## src/rtl/i2s_serializer.sv

```systemverilog
// i2s_serializer: one-word holding buffer feeding a mono I2S transmitter.
// Each 64-slot frame sends the same word on the left and right channels, MSB first,
// with the standard one-bit I2S delay. audio_ready pulses at every frame start.
// Optional feature macro: I2S_SERIALIZER_UNDERRUN_CNT_EN enables the saturating
// underrun counter; without it underrun_count is tied to zero.
module i2s_serializer #(
  parameter int unsigned DATA_WIDTH = 32,
  parameter int unsigned BCLK_DIV   = 4
) (
  input  logic                  CLK,
  input  logic                  rst,
  input  logic                  en,
  input  logic [DATA_WIDTH-1:0] x,
  input  logic                  x_valid,
  output logic                  x_ready,
  output logic                  bclk,
  output logic                  lrck,
  output logic                  dacdat,
  output logic                  audio_ready,
  output logic                  underrun,
  output logic [15:0]           underrun_count
);

  localparam logic [7:0] DIV_LAST = 8'(BCLK_DIV - 1);

  logic [7:0]            div_cnt;
  logic [5:0]            slot;
  logic [5:0]            slot_nxt;
  logic                  buf_full;
  logic [DATA_WIDTH-1:0] buf_word;
  logic [DATA_WIDTH-1:0] frame_word;
  logic                  div_tc;
  logic                  bclk_fall;
  logic                  frame_load;
  logic                  accept;
  logic                  dac_nxt;

  // x_ready is gated by rst so every output reads 0 while reset is held,
  // even if en is already high.
  assign x_ready     = rst & en & ~buf_full;
  assign accept      = x_valid & x_ready;
  assign div_tc      = (div_cnt == DIV_LAST);
  assign bclk_fall   = en & div_tc & bclk;
  assign frame_load  = bclk_fall & (slot == 6'd63);
  assign audio_ready = frame_load;
  assign underrun    = frame_load & ~buf_full;
  assign slot_nxt    = slot + 6'd1;

  // Bit for the slot being entered. Slot n carries bit DATA_WIDTH-1-((n-1) mod 32),
  // and (n-1) is the current slot, so slot[4:0] indexes directly; the 63->0 wrap
  // picks bit 0 of the outgoing frame word, which is the I2S-delayed right LSB.
  always_comb begin
    dac_nxt = 1'b0;
    for (int unsigned i = 0; i < DATA_WIDTH; i++) begin
      if (32'(slot[4:0]) == i) dac_nxt = frame_word[DATA_WIDTH-1-i];
    end
  end

  // Bit clock divider, slot counter and serial outputs; all idle at 0 while disabled.
  always_ff @(posedge CLK or negedge rst) begin
    if (!rst) begin
      div_cnt <= '0;
      bclk    <= 1'b0;
      slot    <= '0;
      lrck    <= 1'b0;
      dacdat  <= 1'b0;
    end else if (!en) begin
      div_cnt <= '0;
      bclk    <= 1'b0;
      slot    <= '0;
      lrck    <= 1'b0;
      dacdat  <= 1'b0;
    end else begin
      div_cnt <= div_tc ? '0 : div_cnt + 8'd1;
      if (div_tc) bclk <= ~bclk;
      if (bclk_fall) begin
        slot   <= slot_nxt;
        lrck   <= slot_nxt[5];
        dacdat <= dac_nxt;
      end
    end
  end

  // Holding buffer and frame word. A full buffer is consumed at frame load; an
  // empty one leaves the previous word in place for retransmission. An accept in
  // the same cycle as an empty-buffer load stays buffered for the next frame.
  always_ff @(posedge CLK or negedge rst) begin
    if (!rst) begin
      buf_full   <= 1'b0;
      buf_word   <= '0;
      frame_word <= '0;
    end else if (!en) begin
      buf_full <= 1'b0;
    end else begin
      if (frame_load && buf_full) begin
        frame_word <= buf_word;
        buf_full   <= 1'b0;
      end else if (accept) begin
        buf_word <= x;
        buf_full <= 1'b1;
      end
    end
  end

`ifdef I2S_SERIALIZER_UNDERRUN_CNT_EN
  logic [15:0] ucnt;

  // Saturating underrun counter; survives en=0, cleared only by reset.
  always_ff @(posedge CLK or negedge rst) begin
    if (!rst) begin
      ucnt <= '0;
    end else if (underrun && (ucnt != '1)) begin
      ucnt <= ucnt + 16'd1;
    end
  end

  assign underrun_count = ucnt;
`else
  assign underrun_count = '0;
`endif

endmodule

```

## config.mk

```make
export PLATFORM = sky130hd
export DESIGN_NAME = i2s_serializer
export DESIGN_NICKNAME = d
export VERILOG_FILES = /design/src/rtl/i2s_serializer.sv
export SDC_FILE = /design/constraint.sdc
export NUM_CORES = 1
export LEC_CHECK = 0
export CAP_MARGIN = 25
export CORE_ASPECT_RATIO = 1.2
export CORE_MARGIN = 3
export CORE_UTILIZATION = 25
export CTS_CLUSTER_SIZE = 28
export DETAILED_ROUTE_END_ITERATION = 7
export GPL_ROUTABILITY_DRIVEN = 0
export PLACE_DENSITY = 0.52
export SLEW_MARGIN = 20
export SYNTH_ARGS = -nofsm -noshare
export SYNTH_HDL_FRONTEND = slang
export SYNTH_SLANG_ARGS = --single-unit
export TNS_END_PERCENT = 100
```

## constraint.sdc

```tcl
create_clock -name CLK -period 2.8 [get_ports CLK]
set_input_delay 0.28 -clock CLK [delete_from_list [all_inputs] [get_ports CLK]]
set_output_delay 0.28 -clock CLK [all_outputs]
set_load 0.05 [all_outputs]
```

# Yosys cells after proc, flatten, opt, wreduce, memory -nomap -nowiden

Index checks and enable logic that the tools add are counted.

Register bits after elaboration: 82
Output and inout bits: 22

Add/sub/neg operators: 2
Eq/ne operators: 36
Mux-type cells: 45
Bitwise operators: 10
Reductions and logical operators: 4

Operators by type and width:

| kind                                                  | number |
|---|---|
| equality test 5 bit, second input constant            | 16 |
| two-way mux 1 bit                                     | 41 |
| equality test 5 x 4 -> 1 bit, second input constant   | 8 |
| equality test 5 x 3 -> 1 bit, second input constant   | 4 |
| two-way mux 8 bit                                     | 2 |
| two-way mux 6 bit                                     | 2 |
| equality test 5 x 2 -> 1 bit, second input constant   | 2 |
| adder 8 x 1 -> 8 bit, second input constant           | 1 |
| equality test 8 x 2 -> 1 bit, second input constant   | 1 |
| AND 1 bit                                             | 7 |
| adder 6 x 1 -> 6 bit, second input constant           | 1 |
| equality test 6 bit, second input constant            | 1 |
| equality test 5 x 1 -> 1 bit, second input constant   | 1 |
| logical NOT 5 bit                                     | 1 |
| inequality test 2 x 1 -> 1 bit, second input constant | 2 |
| inequality test 3 x 1 -> 1 bit, second input constant | 1 |
| NOT 1 bit                                             | 3 |
| AND reduction 3 bit                                   | 1 |
| AND reduction 2 bit                                   | 1 |
| logical AND 1 bit                                     | 1 |

# Longest topological paths before layout

Word-level depth: 35
Mapped depth: 10

# Worst setup path before layout

OpenSTA, ideal clock, no wires.

Kind: register -> output
From: register div_cnt[0]
To: output port underrun
Buffers on the path: 0
Stages on the path, launching flop included: 7
Data required time: 2,520 ps
Slack: -143 ps
Arrival time: 2,663 ps
Cells stage by stage: dfrtp_1 ha_1 or4b_1 or4_4 nor2_2 nand4_1 nor2_1

Cells in the longest elaborated chain, start to end: 5

RTL lines:

| item                         | line | text |
|---|---|---|
| start: declaration           | 26   | `logic [7:0] div_cnt;` |
| start signal: assignment     | 74   | `div_cnt <= div_tc ? '0 : div_cnt + 8'd1;` |
| equality test 8 x 2 -> 1 bit | 42   | `assign div_tc = (div_cnt == DIV_LAST);` |
| AND 1 bit (2 in a row)       | 43   | `assign bclk_fall = en & div_tc & bclk;` |
| AND 1 bit                    | 44   | `assign frame_load = bclk_fall & (slot == 6'd63);` |
| AND 1 bit                    | 46   | `assign underrun = frame_load & ~buf_full;` |
| end: declaration             | 20   | `output logic underrun,` |

No other way between the ends.

# Worst setup path in the final report

Same ends and word-level chain as after synthesis.

==> flow_metrics.py <==
metrics = {
    "sta": {
        "clock.fmax_mhz": 368,
        "finalClockSkew_ns": 0.00645,
        "worst_slew_pin_slew_ns": 0.724,
        "fin_crit_sh": 0.970,
        "rsz0062_at_grt": "yes",
        "hold_viol_final": 0,
        "finalSetupTns_ns": 0,
        "setup_violations": 0,
        "setup_slack_ns": 0.0836,
        "slew_headroom": 0.518,
        "fin_crit_ns": 2.72,
        "finalMaxSlewViolations": 0,
    },
    "run_status": {
        "outcome": "finished, final reports clean",
    },
    "job": {
        "drv_cap": 0,
    },
    "logic_synthesis": {
        "synth_top_area_frac": 0.507,
        "synth-warning-count": 0,
        "synth_cells": 328,
        "synth_seq_area_share": 0.507,
        "ys_ff_latch": 81,
        "synth_top_area_cell": "dfrtp_1",
        "synthDistinctLibCells": 50,
        "ys_top_cells_by_area": "dfrtp_1 (51%), mux2_4 (11%), mux2_2 (9.6%), buf_4 (3.0%), ha_1 (2.2%)",
        "synth_ff_type": "dfrtp_1",
        "avgSynthCellArea_um2": 12.2,
        "synth_area_mm2": 0.00400,
        "async_flop_share": 1.00,
        "synth-edff-count": 0,
    },
    "critical_path": {
        "r2r_cells": 7,
        "path_class": "flop to primary output",
        "cp-startpoint": "div_cnt[0]$_DFF_PN0_",
        "r2r-start": "div_cnt[0]$_DFF_PN0_",
        "r2r-end": "frame_word[18]$_DFFE_PN0P_",
        "regToRegSetupSlack_ns": 0.42,
        "cp_max_fo": 4,
        "arrival_ns": 2.44,
        "cp.required_ns": 2.52,
        "critPathCaptureType": "primary output",
        "cp-start-kind": "flop",
    },
    "clocking": {
        "clkTransAtPathRegs_ns": 0.06,
        "cts_made_buffers": 9,
        "clock_sinks": 81,
        "cts_tree": "yes",
        "clockBufferDepth": 2,
        "cts-hold-fix-buffers": 0,
        "root_buffer": "clkbuf_16",
        "insertion_delay_ns": 0.33,
        "htree_num_levels": 3,
    },
    "layout": {
        "final_common_cell": "dfrtp_1",
        "fillCellCount": 1602,
        "fin_area_mm2": 0.00498,
        "final_cell_mix": "dfrtp_1 (81), clkdlybuf4s50_1 (37), mux2_2 (34)",
        "multi_input_area_mm2": 0.00181,
        "final_util": 0.319,
        "drive_gt1_frac": 0.261,
        "antenna-diode-count": 0,
        "nNetsFinal": 420,
        "syn_to_final_growth_pct": 24.7,
        "seqCellArea_mm2": 0.00203,
    },
    "grt": {
        "overflow": 0,
        "grt_pass1_wl_um": 13900,
        "antenna_found_initial": 0,
        "grt_max_degree": 82,
        "grt_pass1_vias": 2773,
        "track_usage": 0.100,
    },
    "power_and_ir_drop": {
        "peakVddDrop_mv": 0.226,
        "p_leak_uw": 0.00224,
        "power_per_cell_area_mw_per_mm2": 563,
    },
    "placement": {
        "place_hpwl_um": 5630,
        "port-buffer-count": 41,
        "place_area_mm2": 0.00465,
        "place_ws_ns": 0.313,
    },
    "route": {
        "dr.pass1.iters": 4,
        "postRouteAntennaNets": 0,
        "drcViolationCount": 0,
        "via_count": 2562,
        "wl_um": 8030,
        "wl_per_cell_um": 13.7,
        "vias_per_cell": 4.36,
        "drt-initial-drc-count": 109,
    },
    "die": {
        "core.rowCount": 50,
        "die_h_um": 145,
        "coreArea_mm2": 0.0156,
        "start_util": 0.256,
        "fp.dieW_um": 121,
        "ios": 58,
        "die_area_mm2": 0.0175,
    },
    "min_path": {
        "hp-class": "input port to async pin",
    },
}
metrics by stage:
stage / instances / power, µW / hold slack, ns
after floorplan: 343 / 1520 / -0.0156
final: 588 / 2810 / 0.0733
after CTS: 587 / 2850 / 0.278
after global placement: 572 / 1620 / 0.458
after detailed placement: 572 / 1630 / 0.472
after global routing: 588 / 2950 / 0.165
flip-flops by register name, summed over array words and instances (netlist names):
signal	count
buf_word	32
frame_word	32
div_cnt	8
slot	5
bclk	1
buf_full	1
dacdat	1
lrck	1
worst max-delay path by stage:
stage,slack (ns),endpoint,cells after the start
4_1_cts,0.05,underrun,7
5_1_grt,-0.03,underrun,7
2_1_floorplan,0.02,buf_word[0]$_DFFE_PN0P_,5
6_report,0.08,underrun,7
3_3_place_gp,0.37,underrun,7
3_5_place_dp,0.31,underrun,7
per-layer routing:
layer,GRT usage,up-vias,share of wire
met5,0,-,0
met4,0.0389,0,0.017
met3,0.0278,13,0.044
met2,0.163,56,0.49
met1,0.127,1261,0.45
li1,-,1232,-
synth_stat cells (3+ instances only):
cell and n:
a21oi_1 13, a31oi_1 3, and3_1 3, buf_1 3, buf_4 16, buf_6 3, clkbuf_1 8, dfrtp_1 81
ha_1 7, inv_1 11, mux2_2 34, mux2_4 30, nand2_1 13, nand3_1 10, nand4_1 5, nor2_1 23
nor2b_1 6, nor3b_1 4, o21ai_0 7, xnor2_1 5, xor2_1 6
power by group:
group / leakage (µW) / internal, µW / switching, µW / total (µW)
clock network: 0.000148 / 767 / 431 / 1200
registers: 0.00106 / 1280 / 60.6 / 1340
logic: 0.00103 / 143 / 128 / 271
total: 0.00224 / 2190 / 620 / 2810
cell type report:
class | count | area share
multi-input combinational | 219 | 0.362
sequential | 81 | 0.407
tap | 208 | 0.0522
clock inverter | 4 | 0.0141
clock buffer | 10 | 0.0459
timing repair buffer | 53 | 0.109
inverter | 13 | 0.00979
worst max-delay path, stage by stage, from the launching register on:
cell and delay, ns:
dfrtp_1 0.40, ha_4 0.17, or4b_4 0.46, or4_4 0.47, nor2_4 0.10, nand4_1 0.17, nor2_2 0.18, buf_12 0.15
cells by family (layout without fill, tap and decap cells):
| family | count (synthesis) | in the layout | synth area share |
|---|---|---|---|
| compound gates | 44 | 44 | 0.0761 |
| simple gates | 75 | 75 | 0.0952 |
| fa+ha+maj | 7 | 7 | 0.0219 |
| flops | 81 | 81 | 0.507 |
| other cells | 1 | 16 | 0.000938 |
| buf+inv | 43 | 80 | 0.0611 |
| mux | 66 | 66 | 0.214 |
| xor+xnor | 11 | 11 | 0.0241 |
what timing repair did:
action                                  in CTS  in global routing
hold endpoints to repair                     0                  0
endpoints found under the setup margin       2                  2
pin swaps                                    2                  1
gates resized for setup                      2                  2
setup buffers                                1                  1
No activity file was read; power rests on OpenSTA's default activity.
